## config.mk

```make
export PLATFORM = sky130hd
export DESIGN_NAME = uart_tx_arbiter_flat
export DESIGN_NICKNAME = d
export VERILOG_FILES = /design/src/rtl/uart_tx_arbiter_if.sv /design/src/rtl/uart_tx_arbiter.sv /design/src/flat_wrapper.sv
export SDC_FILE = /design/constraint.sdc
export NUM_CORES = 1
export LEC_CHECK = 0
export ABC_AREA = 1
export CORE_MARGIN = 1
export CORE_UTILIZATION = 45
export DETAILED_ROUTE_END_ITERATION = 7
export PLACE_DENSITY = 0.82
export SLEW_MARGIN = 20
export SYNTH_ARGS = -nofsm -noshare
export SYNTH_HDL_FRONTEND = slang
export SYNTH_SLANG_ARGS = --single-unit
```

## constraint.sdc

```tcl
create_clock -name clk -period 3.7 [get_ports clk]
set_clock_uncertainty 0.05 [all_clocks]
set_input_delay 0.37 -clock clk [delete_from_list [all_inputs] [get_ports clk]]
set_output_delay 0.37 -clock clk [all_outputs]
set_load 0.03 [all_outputs]
```

## src/rtl/uart_tx_arbiter_if.sv

```systemverilog
// Requester/transmitter bundle for the shared UART TX arbiter.
// master: arbiter side; slave: requesters plus transmitter side.
interface uart_tx_arbiter_if #(
  parameter int NUM_REQ  = 4,
  parameter int data_len = 8
);
  logic [NUM_REQ-1:0]          req;
  logic [NUM_REQ*data_len-1:0] req_data;
  logic [NUM_REQ-1:0]          ack;
  logic [NUM_REQ-1:0]          grant;
  logic                        err;
  logic                        busy;
  logic                        tx_start;
  logic [data_len-1:0]         tx_data;
  logic                        tx_done;

  modport master (
    input  req, req_data, tx_done,
    output ack, grant, err, busy,
    output tx_start, tx_data
  );

  modport slave (
    output req, req_data, tx_done,
    input  ack, grant, err, busy,
    input  tx_start, tx_data
  );
endinterface

```

## src/rtl/uart_tx_arbiter.sv

```systemverilog
// Round-robin sharing of one UART transmitter among NUM_REQ clients.
// Ports: clk, rst (sync, active-high), bus (uart_tx_arbiter_if.master).
module uart_tx_arbiter #(
  parameter int NUM_REQ        = 4,
  parameter int data_len       = 8,
  parameter int TIMEOUT_CYCLES = 0
) (
  input  logic              clk,
  input  logic              rst,
  uart_tx_arbiter_if.master bus
);

  localparam int PW = (NUM_REQ > 1) ? $clog2(NUM_REQ) : 1;
  localparam int CW = (TIMEOUT_CYCLES > 1) ? $clog2(TIMEOUT_CYCLES) : 1;
  localparam logic [CW-1:0] CNT_LAST =
    CW'((TIMEOUT_CYCLES > 0) ? TIMEOUT_CYCLES - 1 : 0);
  localparam logic [PW-1:0] LAST_IDX = PW'(NUM_REQ - 1);

  typedef enum logic {IDLE, GRANT} state_t;

  state_t              state, state_d;
  logic [PW-1:0]       ptr, ptr_d;
  logic [PW-1:0]       own, own_d;
  logic [CW-1:0]       cnt, cnt_d;
  logic                tx_done_q;
  logic [NUM_REQ-1:0]  grant, grant_d;
  logic [NUM_REQ-1:0]  ack, ack_d;
  logic                err, err_d;
  logic                busy, busy_d;
  logic                tx_start, tx_start_d;
  logic [data_len-1:0] tx_data, tx_data_d;

  logic [data_len-1:0] lane [NUM_REQ];
  logic [PW-1:0]       win;
  logic [PW-1:0]       idx;
  logic                hit;
  logic                done_ev;
  logic [PW-1:0]       own_nxt;
  int                  sum;

  for (genvar g = 0; g < NUM_REQ; g++) begin : g_lane
    assign lane[g] = bus.req_data[g*data_len +: data_len];
  end

  // Only a fresh rising edge of tx_done counts as completion.
  assign done_ev = bus.tx_done && !tx_done_q;
  assign own_nxt = (own == LAST_IDX) ? '0 : own + PW'(1);

  // First requester at or after ptr, wrapping.
  always_comb begin
    win = '0;
    hit = 1'b0;
    idx = '0;
    sum = 0;
    for (int i = 0; i < NUM_REQ; i++) begin
      sum = int'(ptr) + i;
      if (sum >= NUM_REQ) sum = sum - NUM_REQ;
      idx = PW'(sum);
      if (!hit && bus.req[idx]) begin
        hit = 1'b1;
        win = idx;
      end
    end
  end

  always_comb begin
    state_d    = state;
    ptr_d      = ptr;
    own_d      = own;
    cnt_d      = cnt;
    grant_d    = '0;
    ack_d      = '0;
    err_d      = 1'b0;
    busy_d     = 1'b0;
    tx_start_d = 1'b0;
    tx_data_d  = '0;
    unique case (state)
      IDLE: begin
        if (hit) begin
          own_d        = win;
          grant_d[win] = 1'b1;
          tx_data_d    = lane[win];
          tx_start_d   = 1'b1;
          busy_d       = 1'b1;
          cnt_d        = '0;
          state_d      = GRANT;
        end
      end
      GRANT: begin
        cnt_d      = cnt + CW'(1);
        grant_d    = grant;
        tx_data_d  = tx_data;
        tx_start_d = 1'b1;
        busy_d     = 1'b1;
        // Completion takes priority over a same-cycle timeout.
        if (done_ev) begin
          ack_d[own] = 1'b1;
          grant_d    = '0;
          tx_data_d  = '0;
          tx_start_d = 1'b0;
          busy_d     = 1'b0;
          ptr_d      = own_nxt;
          state_d    = IDLE;
        end else if (TIMEOUT_CYCLES > 0 && cnt == CNT_LAST) begin
          err_d      = 1'b1;
          grant_d    = '0;
          tx_data_d  = '0;
          tx_start_d = 1'b0;
          busy_d     = 1'b0;
          ptr_d      = own_nxt;
          state_d    = IDLE;
        end
      end
      default: state_d = IDLE;
    endcase
  end

  always_ff @(posedge clk) begin
    if (rst) begin
      state     <= IDLE;
      ptr       <= '0;
      own       <= '0;
      cnt       <= '0;
      tx_done_q <= 1'b0;
      grant     <= '0;
      ack       <= '0;
      err       <= 1'b0;
      busy      <= 1'b0;
      tx_start  <= 1'b0;
      tx_data   <= '0;
    end else begin
      state     <= state_d;
      ptr       <= ptr_d;
      own       <= own_d;
      cnt       <= cnt_d;
      tx_done_q <= bus.tx_done;
      grant     <= grant_d;
      ack       <= ack_d;
      err       <= err_d;
      busy      <= busy_d;
      tx_start  <= tx_start_d;
      tx_data   <= tx_data_d;
    end
  end

  assign bus.grant    = grant;
  assign bus.ack      = ack;
  assign bus.err      = err;
  assign bus.busy     = busy;
  assign bus.tx_start = tx_start;
  assign bus.tx_data  = tx_data;

endmodule

```

## src/flat_wrapper.sv

```systemverilog
// flat-port wrapper written by rule: the top's interface ports become plain ports
module uart_tx_arbiter_flat 
#(
  parameter int NUM_REQ        = 4,
  parameter int data_len       = 8,
  parameter int TIMEOUT_CYCLES = 0
)
  (clk, rst, bus_req, bus_req_data, bus_tx_done, bus_ack, bus_grant, bus_err, bus_busy, bus_tx_start, bus_tx_data);
  uart_tx_arbiter_if #(.NUM_REQ(NUM_REQ), .data_len(data_len)) bus_i ();
  input  logic clk;
  input  logic rst;
  input wire logic [$bits(bus_i.req)-1:0] bus_req;
  input wire logic [$bits(bus_i.req_data)-1:0] bus_req_data;
  input wire logic [$bits(bus_i.tx_done)-1:0] bus_tx_done;
  output wire logic [$bits(bus_i.ack)-1:0] bus_ack;
  output wire logic [$bits(bus_i.grant)-1:0] bus_grant;
  output wire logic [$bits(bus_i.err)-1:0] bus_err;
  output wire logic [$bits(bus_i.busy)-1:0] bus_busy;
  output wire logic [$bits(bus_i.tx_start)-1:0] bus_tx_start;
  output wire logic [$bits(bus_i.tx_data)-1:0] bus_tx_data;
  assign bus_i.req = bus_req;
  assign bus_i.req_data = bus_req_data;
  assign bus_i.tx_done = bus_tx_done;
  assign bus_ack = bus_i.ack;
  assign bus_grant = bus_i.grant;
  assign bus_err = bus_i.err;
  assign bus_busy = bus_i.busy;
  assign bus_tx_start = bus_i.tx_start;
  assign bus_tx_data = bus_i.tx_data;
  uart_tx_arbiter #(.NUM_REQ(NUM_REQ), .data_len(data_len), .TIMEOUT_CYCLES(TIMEOUT_CYCLES)) u_core (.clk(clk), .rst(rst), .bus(bus_i));
endmodule
```

==> qor.txt <==
Clock Latency Late Sink: 310 ps
syn nets: 279
register area: 440 um^2
DP Wirelength: 2640 um
CTS clock-pin slew for the worst setup and hold paths: 130 ps
Seq/Total Area, Yosys: 29.8%
CTS Sinks: 22
Synth Area in Compound Gates: 8.45%
Vias/cell: 4.87
grt ovf: 0
WL/cell: 10.2 um
PwrDens: 420 nW/um^2
Worst Setup End Kind: register
Post-Synth Adder-Cell Area: 3.38%
run status: completed
maximum vdd drop: 0.000162 V
largest fanout on the critical path: 12
Setup Slack @ Placement: 1190 ps
largest net degree at the start of global routing: 19
Crit. Startpoint: u_core.ptr[0]
global placement routability congestion: 0.893
Ys Warns: 0
clk buf depth: 2
met2 wire len: 1620 um
Max stage delay cell, worst path: dfxtp_1
crit path DAT: 2530 ps
Design Power: 0.873 mW
leakage power: 0.962 nW
critical path's largest stage delay: 640 ps
Yosys top cell area share: 29.8%
CTS resizes: 0
Synth Cell Area: 1480 um^2
crit start category: register
hold buffers post-CTS: 0
Final setup viols: 0
synthesized area per cell: 6.27 um^2
critical register-to-register path startpoint: u_core.ptr[0]
setup bufs post-CTS: 0
worst endpoint required time: 3830 ps
post-synthesis mux area share: 0%
DIE WIDTH: 59.4 um
commonest non-fill, non-tap cells in the layout: nand2_1 (111), clkdlybuf4s50_1 (56), dfxtp_1 (22)
xor and xnor area share after synthesis: 0%
worst slew pin tran: 703 ps
CTS buffer count: 3
Simple-Gate Fraction of Synth Area: 47.3%
Root Buffer: clkbuf_4
Post-Route M1 WL: 1520 um
Rows: 20
Cells after Synth: 236
# diodes: 0
die area: 3520 um^2
max-slew violations: 0
Final WS setup: 1300 ps
DRT Pass-1 Iters: 4
nets@finish: 329
Routed Antenna Nets: 0
final WL: 3350 um
vias in the first global route: 1,381
r2r setup slk: 1300 ps
Top delay family on crit path: simple AND/OR/NAND/NOR gates
most common cell after layout, fill and taps aside: nand2_1
Fill cells: 279
Layout area overhead: 40.5%
Fmax achieved: 0.417 GHz
minimum clock period: 2400 ps
GR Util All Layers: 20.2%
io pins: 58
crit-path cells: inv_6 > nand2_1 > nand2_1 > nand2_1 > nand2_2 > nor2_4 > nand3_1 > nand3_1 > inv_1 > nand2_1 > nand2_1 > nand2_1 > a21oi_1
fraction of layout cells with a size suffix above 1: 7.37%
effective utilization at floorplan: 48.1%
CTS tree: done
Max Cap Viol: 0
multi-input logic area: 880 um^2
Via Count: 1,602
Port Buf Inserts: 56
die height: 59.4 um
worst hold start: u_core.bus.grant[0]
most frequent CP cell: nand2_1
Top Layer Used: met4
TNS Setup: 0 ps
core area: 3080 um^2
Worst slew margin: 53.0%
Final period util: 64.9%
first-pass GRT wire length: 5590 um
largest family of logic cells by synthesized area: simple AND/OR/NAND/NOR gates
register bit count reported by yosys: 22
critical path type: register to register
hold crit path type: register to register
DRT iter0 DRCs: 49
final hold violations: 0
area leader, netlist: dfxtp_1
post-synthesis cell type count: 26
WL met3: 177 um
synth top area cells: dfxtp_1 (30%), nand2_1 (28%), nand4_1 (7.2%), inv_1 (4.8%), a21oi_1 (4.1%)
initial antenna violation count: 0
detailed-route DRC error count: 0
RSZ-0062 raised after global routing: false
H-tree Lvls: 1
crit path buf inv count: 2
## path summary, 6_finish.rpt
| kind | cells past startpoint | endpoint |
|---|---|---|
| setup / recovery | 13 | u_core.bus.tx_data[6] |
| setup reg to reg | 13 | u_core.bus.tx_data[6] |
| hold reg to reg | 2 | u_core.bus.grant[0] |
| hold / removal | 2 | u_core.bus.grant[0] |
## sequential cells by signal, summed over array words and instances (netlist names)
register / count
u_core.bus.tx_data: 8
u_core.state: 1
u_core.own: 2
u_core.bus.grant: 4
u_core.bus.ack: 4
u_core.ptr: 2
u_core.tx_done_q: 1
## tightest hold or removal path, stage by stage, from the launching register on
cell and delay (ps):
dfxtp_1 340, nand2_1 60, a21oi_1 50
## power breakdown
| group | internal, mW | total, mW | switching [mW] |
|---|---|---|---|
| combinational | 0.158 | 0.401 | 0.243 |
| clock | 0.109 | 0.183 | 0.0737 |
| sequential | 0.267 | 0.289 | 0.0222 |
| total | 0.534 | 0.873 | 0.339 |
## through the flow
stage	instance area, um^2	utilization (%)	hold slack, ps	std cells
after floorplan	1480	-	440	236
after global placement	2030	65.9	407	325
after detailed placement	2030	65.9	409	325
after CTS	2080	67.6	426	329
after global routing	2080	67.6	444	329
final	2080	67.6	426	329
## per-layer routing
| metal | GRT usage, % | vias to the layer above |
|---|---|---|
| met3 | 2.62 | 4 |
| met5 | 0 | - |
| met2 | 35.0 | 57 |
| met4 | 5.44 | 0 |
| li1 | - | 845 |
| met1 | 26.3 | 696 |
## area by class of cell
| class | count | area share, % |
|---|---|---|
| tap | 44 | 2.65 |
| timing repair buffer | 56 | 27.0 |
| clock inverter | 1 | 1.44 |
| inverter | 23 | 4.39 |
| sequential | 22 | 21.2 |
| clock buffer | 3 | 1.08 |
| multi-input combinational | 180 | 42.3 |
## cell usage after synthesis
cell type and count:
nand2_1 111, dfxtp_1 22, inv_1 19, nand4_1 17
a21oi_1 12, nor2_1 8, nand3_1 7, nand2_2 5
buf_2 4, ha_1 4, a211oi_1 3, a21oi_2 3
clkbuf_1 3, nand3_4 3, buf_4 2, buf_6 2
inv_2 2, a31oi_1 1, clkinv_1 1, conb_1 1
inv_6 1, nand2_4 1, nor2_4 1, o21ai_0 1
o21ai_1 1, or2_2 1
## logic make-up after synthesis
family	after synthesis
buffers and inverters	34
other	1
AOI/OAI and AO/OA	21
adders and majority gates	4
and+or+nand+nor	154
DFF	22
Power figures use the tool's default switching activity.
==> patch, RTL diff (same settings) <==
Take the reset off `tx_data` and load it in a clocked block of its own.
--- a/src/rtl/uart_tx_arbiter.sv
+++ b/src/rtl/uart_tx_arbiter.sv
@@ -127,7 +127,6 @@
       err       <= 1'b0;
       busy      <= 1'b0;
       tx_start  <= 1'b0;
-      tx_data   <= '0;
     end else begin
       state     <= state_d;
       ptr       <= ptr_d;
@@ -139,8 +138,11 @@
       err       <= err_d;
       busy      <= busy_d;
       tx_start  <= tx_start_d;
-      tx_data   <= tx_data_d;
     end
+  end
+
+  always_ff @(posedge clk) begin
+    tx_data <= tx_data_d;
   end
 
   assign bus.grant    = grant;
Check against the original RTL: not equivalent (a bounded check fails within 4 cycles, from zero or initial values and one cycle with rst high).
==> patch against the unedited design <==
Clock power decreased by 15%. Sequential share of layout area increased by 3.9 points. Combinational power increased by 12%. Setup slack worse by 0.36 ns. Area after synthesis increased by 3.2%. Fmax shrank 13%. Critical path type unchanged. Cell area unchanged. Largest cell class unchanged. Sequential cell count stayed put. Wire length shrank 1.9%. Via count down 8.6%. Power rose by 6.1%.
==> patch: results (changes against the unedited design) <==
.. list-table::
   :header-rows: 1

   * - Metric
     - Value
   * - Global routing usage summed across all routing layers
     - 0.1908 (-0.01158)
   * - Total Wirelength
     - 3281 um (-1.9%)
   * - Top cells by area, synth
     - sky130_fd_sc_hd__nand2_1, sky130_fd_sc_hd__dfxtp_1, sky130_fd_sc_hd__edfxtp_1
   * - Slack of the worst reg-to-reg path
     - 0.94 ns (-0.36 ns)
   * - Largest net degree at the start of global routing
     - 21 (+2)
   * - Worst-case vdd ir drop
     - 0.1979 mV (+22%)
   * - Cell total after placement
     - 303 (-6.8%)
   * - Fraction of the mapped netlist area in compound gates
     - 0.1016 (+0.01703)
   * - Gate Count Post-Synth
     - 214 (-9.3%)
   * - Critical Path Max Stage Delay
     - 0.66 ns (+0.02 ns)
   * - Number of enable flip-flop cells after synthesis
     - 8 (+8)
   * - WL per Instance
     - 10.69 um (+5.1%)
   * - Number of cells on the worst reg-to-reg path
     - 11 (-2)
   * - Via count normalized by instance count
     - 4.772 (-2.0%)
   * - Worst slew pin tran
     - 0.7627 ns (+0.06006 ns)
   * - Data arrival at the endpoint of the critical path
     - 2.76 ns (+0.23 ns)
   * - Layout cell share with drive strength beyond 1
     - 0.1331 (+0.05940)
   * - Sequential fraction of the synthesis area
     - 0.3407 (+0.04316)
   * - Final worst hold slack
     - 0.4250 ns (-0.001443 ns)
   * - Leakage Power
     - 0.9265 nW (-3.7%)
   * - Critical register-to-register path endpoint
     - u_core.bus.tx_data[2]$_SDFFCE_PN0P_
   * - First-pass GRT wire length
     - 5292 um (-5.3%)
   * - Met2 track demand over resource
     - 0.3140 (-0.03595)
   * - End point of the critical path
     - u_core.bus.tx_data[2]$_SDFFCE_PN0P_
   * - Global placer's final weighted congestion
     - 0.8818 (-1.3%)
   * - Met3 demand-to-capacity share in global routing
     - 0.01082 (-0.01538)
   * - Top cell types by occurrence after synthesis
     - sky130_fd_sc_hd__nand2_1, sky130_fd_sc_hd__nand3_1, sky130_fd_sc_hd__inv_1
   * - Detailed router's first-iteration violation count
     - 46 (-6.1%)
   * - Count of nets after finishing
     - 307 (-6.7%)
   * - Status
     - completed
   * - Vias in the first global route
     - 1263 (-8.5%)
==> patch: cell count changes after synthesis, sizes merged, moves of 2 or more <==
cell,change
a211oi,-2
a21oi,+4
dfxtp,-8
edfxtp,+8
nand2,-24
nand3,+16
nand4,-17
==> patch: layer usage <==
layer  share of wire  vias to the layer above
met5               0                        -
li1                -                      772
met3           0.038                        7
met2            0.48                       47
met1            0.47                      639
met4           0.017                        0
==> patch: cell families (layout without fill, tap and decap cells) <==
| group | after synthesis | after routing |
|---|---|---|
| compound gates | 23 | 23 |
| simple gates | 131 | 131 |
| flops | 22 | 22 |
| buf+inv | 33 | 82 |
| fa+ha+maj | 4 | 4 |
| other cells | 1 | 1 |
==> patch: power breakdown <==
part           internal [mW]  switching [mW]
sequential             0.301          0.0222
clock                 0.0825          0.0722
combinational          0.176           0.273
total                  0.559           0.368
==> patch: area by class of cell <==
cell class	count	area share
inverter	22	0.04212
tap	44	0.02647
multi-input combinational	159	0.3887
sequential	22	0.2503
clock buffer	4	0.02286
timing repair buffer	56	0.2696
==> patch: worst min-delay path by stage <==
stage          depth (start not counted)                             start                               end
2_1_floorplan                          2        u_core.own[1]$_SDFFE_PP0P_        u_core.own[1]$_SDFFE_PP0P_
3_3_place_gp                           2  u_core.bus.grant[0]$_SDFFE_PP0P_  u_core.bus.grant[0]$_SDFFE_PP0P_
6_report                               2  u_core.bus.grant[0]$_SDFFE_PP0P_  u_core.bus.grant[0]$_SDFFE_PP0P_
4_1_cts                                2  u_core.bus.grant[0]$_SDFFE_PP0P_  u_core.bus.grant[0]$_SDFFE_PP0P_
3_5_place_dp                           2  u_core.bus.grant[0]$_SDFFE_PP0P_  u_core.bus.grant[0]$_SDFFE_PP0P_
5_1_grt                                2  u_core.bus.grant[0]$_SDFFE_PP0P_  u_core.bus.grant[0]$_SDFFE_PP0P_
==> patch: stage by stage <==
step / total power, mW / cell area [um^2] / worst slack, ns / utilization
2_1_floorplan: 0.6618 / 1528 / 1.947 / -
3_3_place_gp: 0.7705 / 2032 / 1.051 / 0.6496
3_5_place_dp: 0.7763 / 2032 / 0.9602 / 0.6496
4_1_cts: 0.9295 / 2079 / 0.9659 / 0.6648
5_1_grt: 0.9887 / 2079 / 0.6850 / 0.6648
6_report: 0.9268 / 2079 / 0.9359 / 0.6648
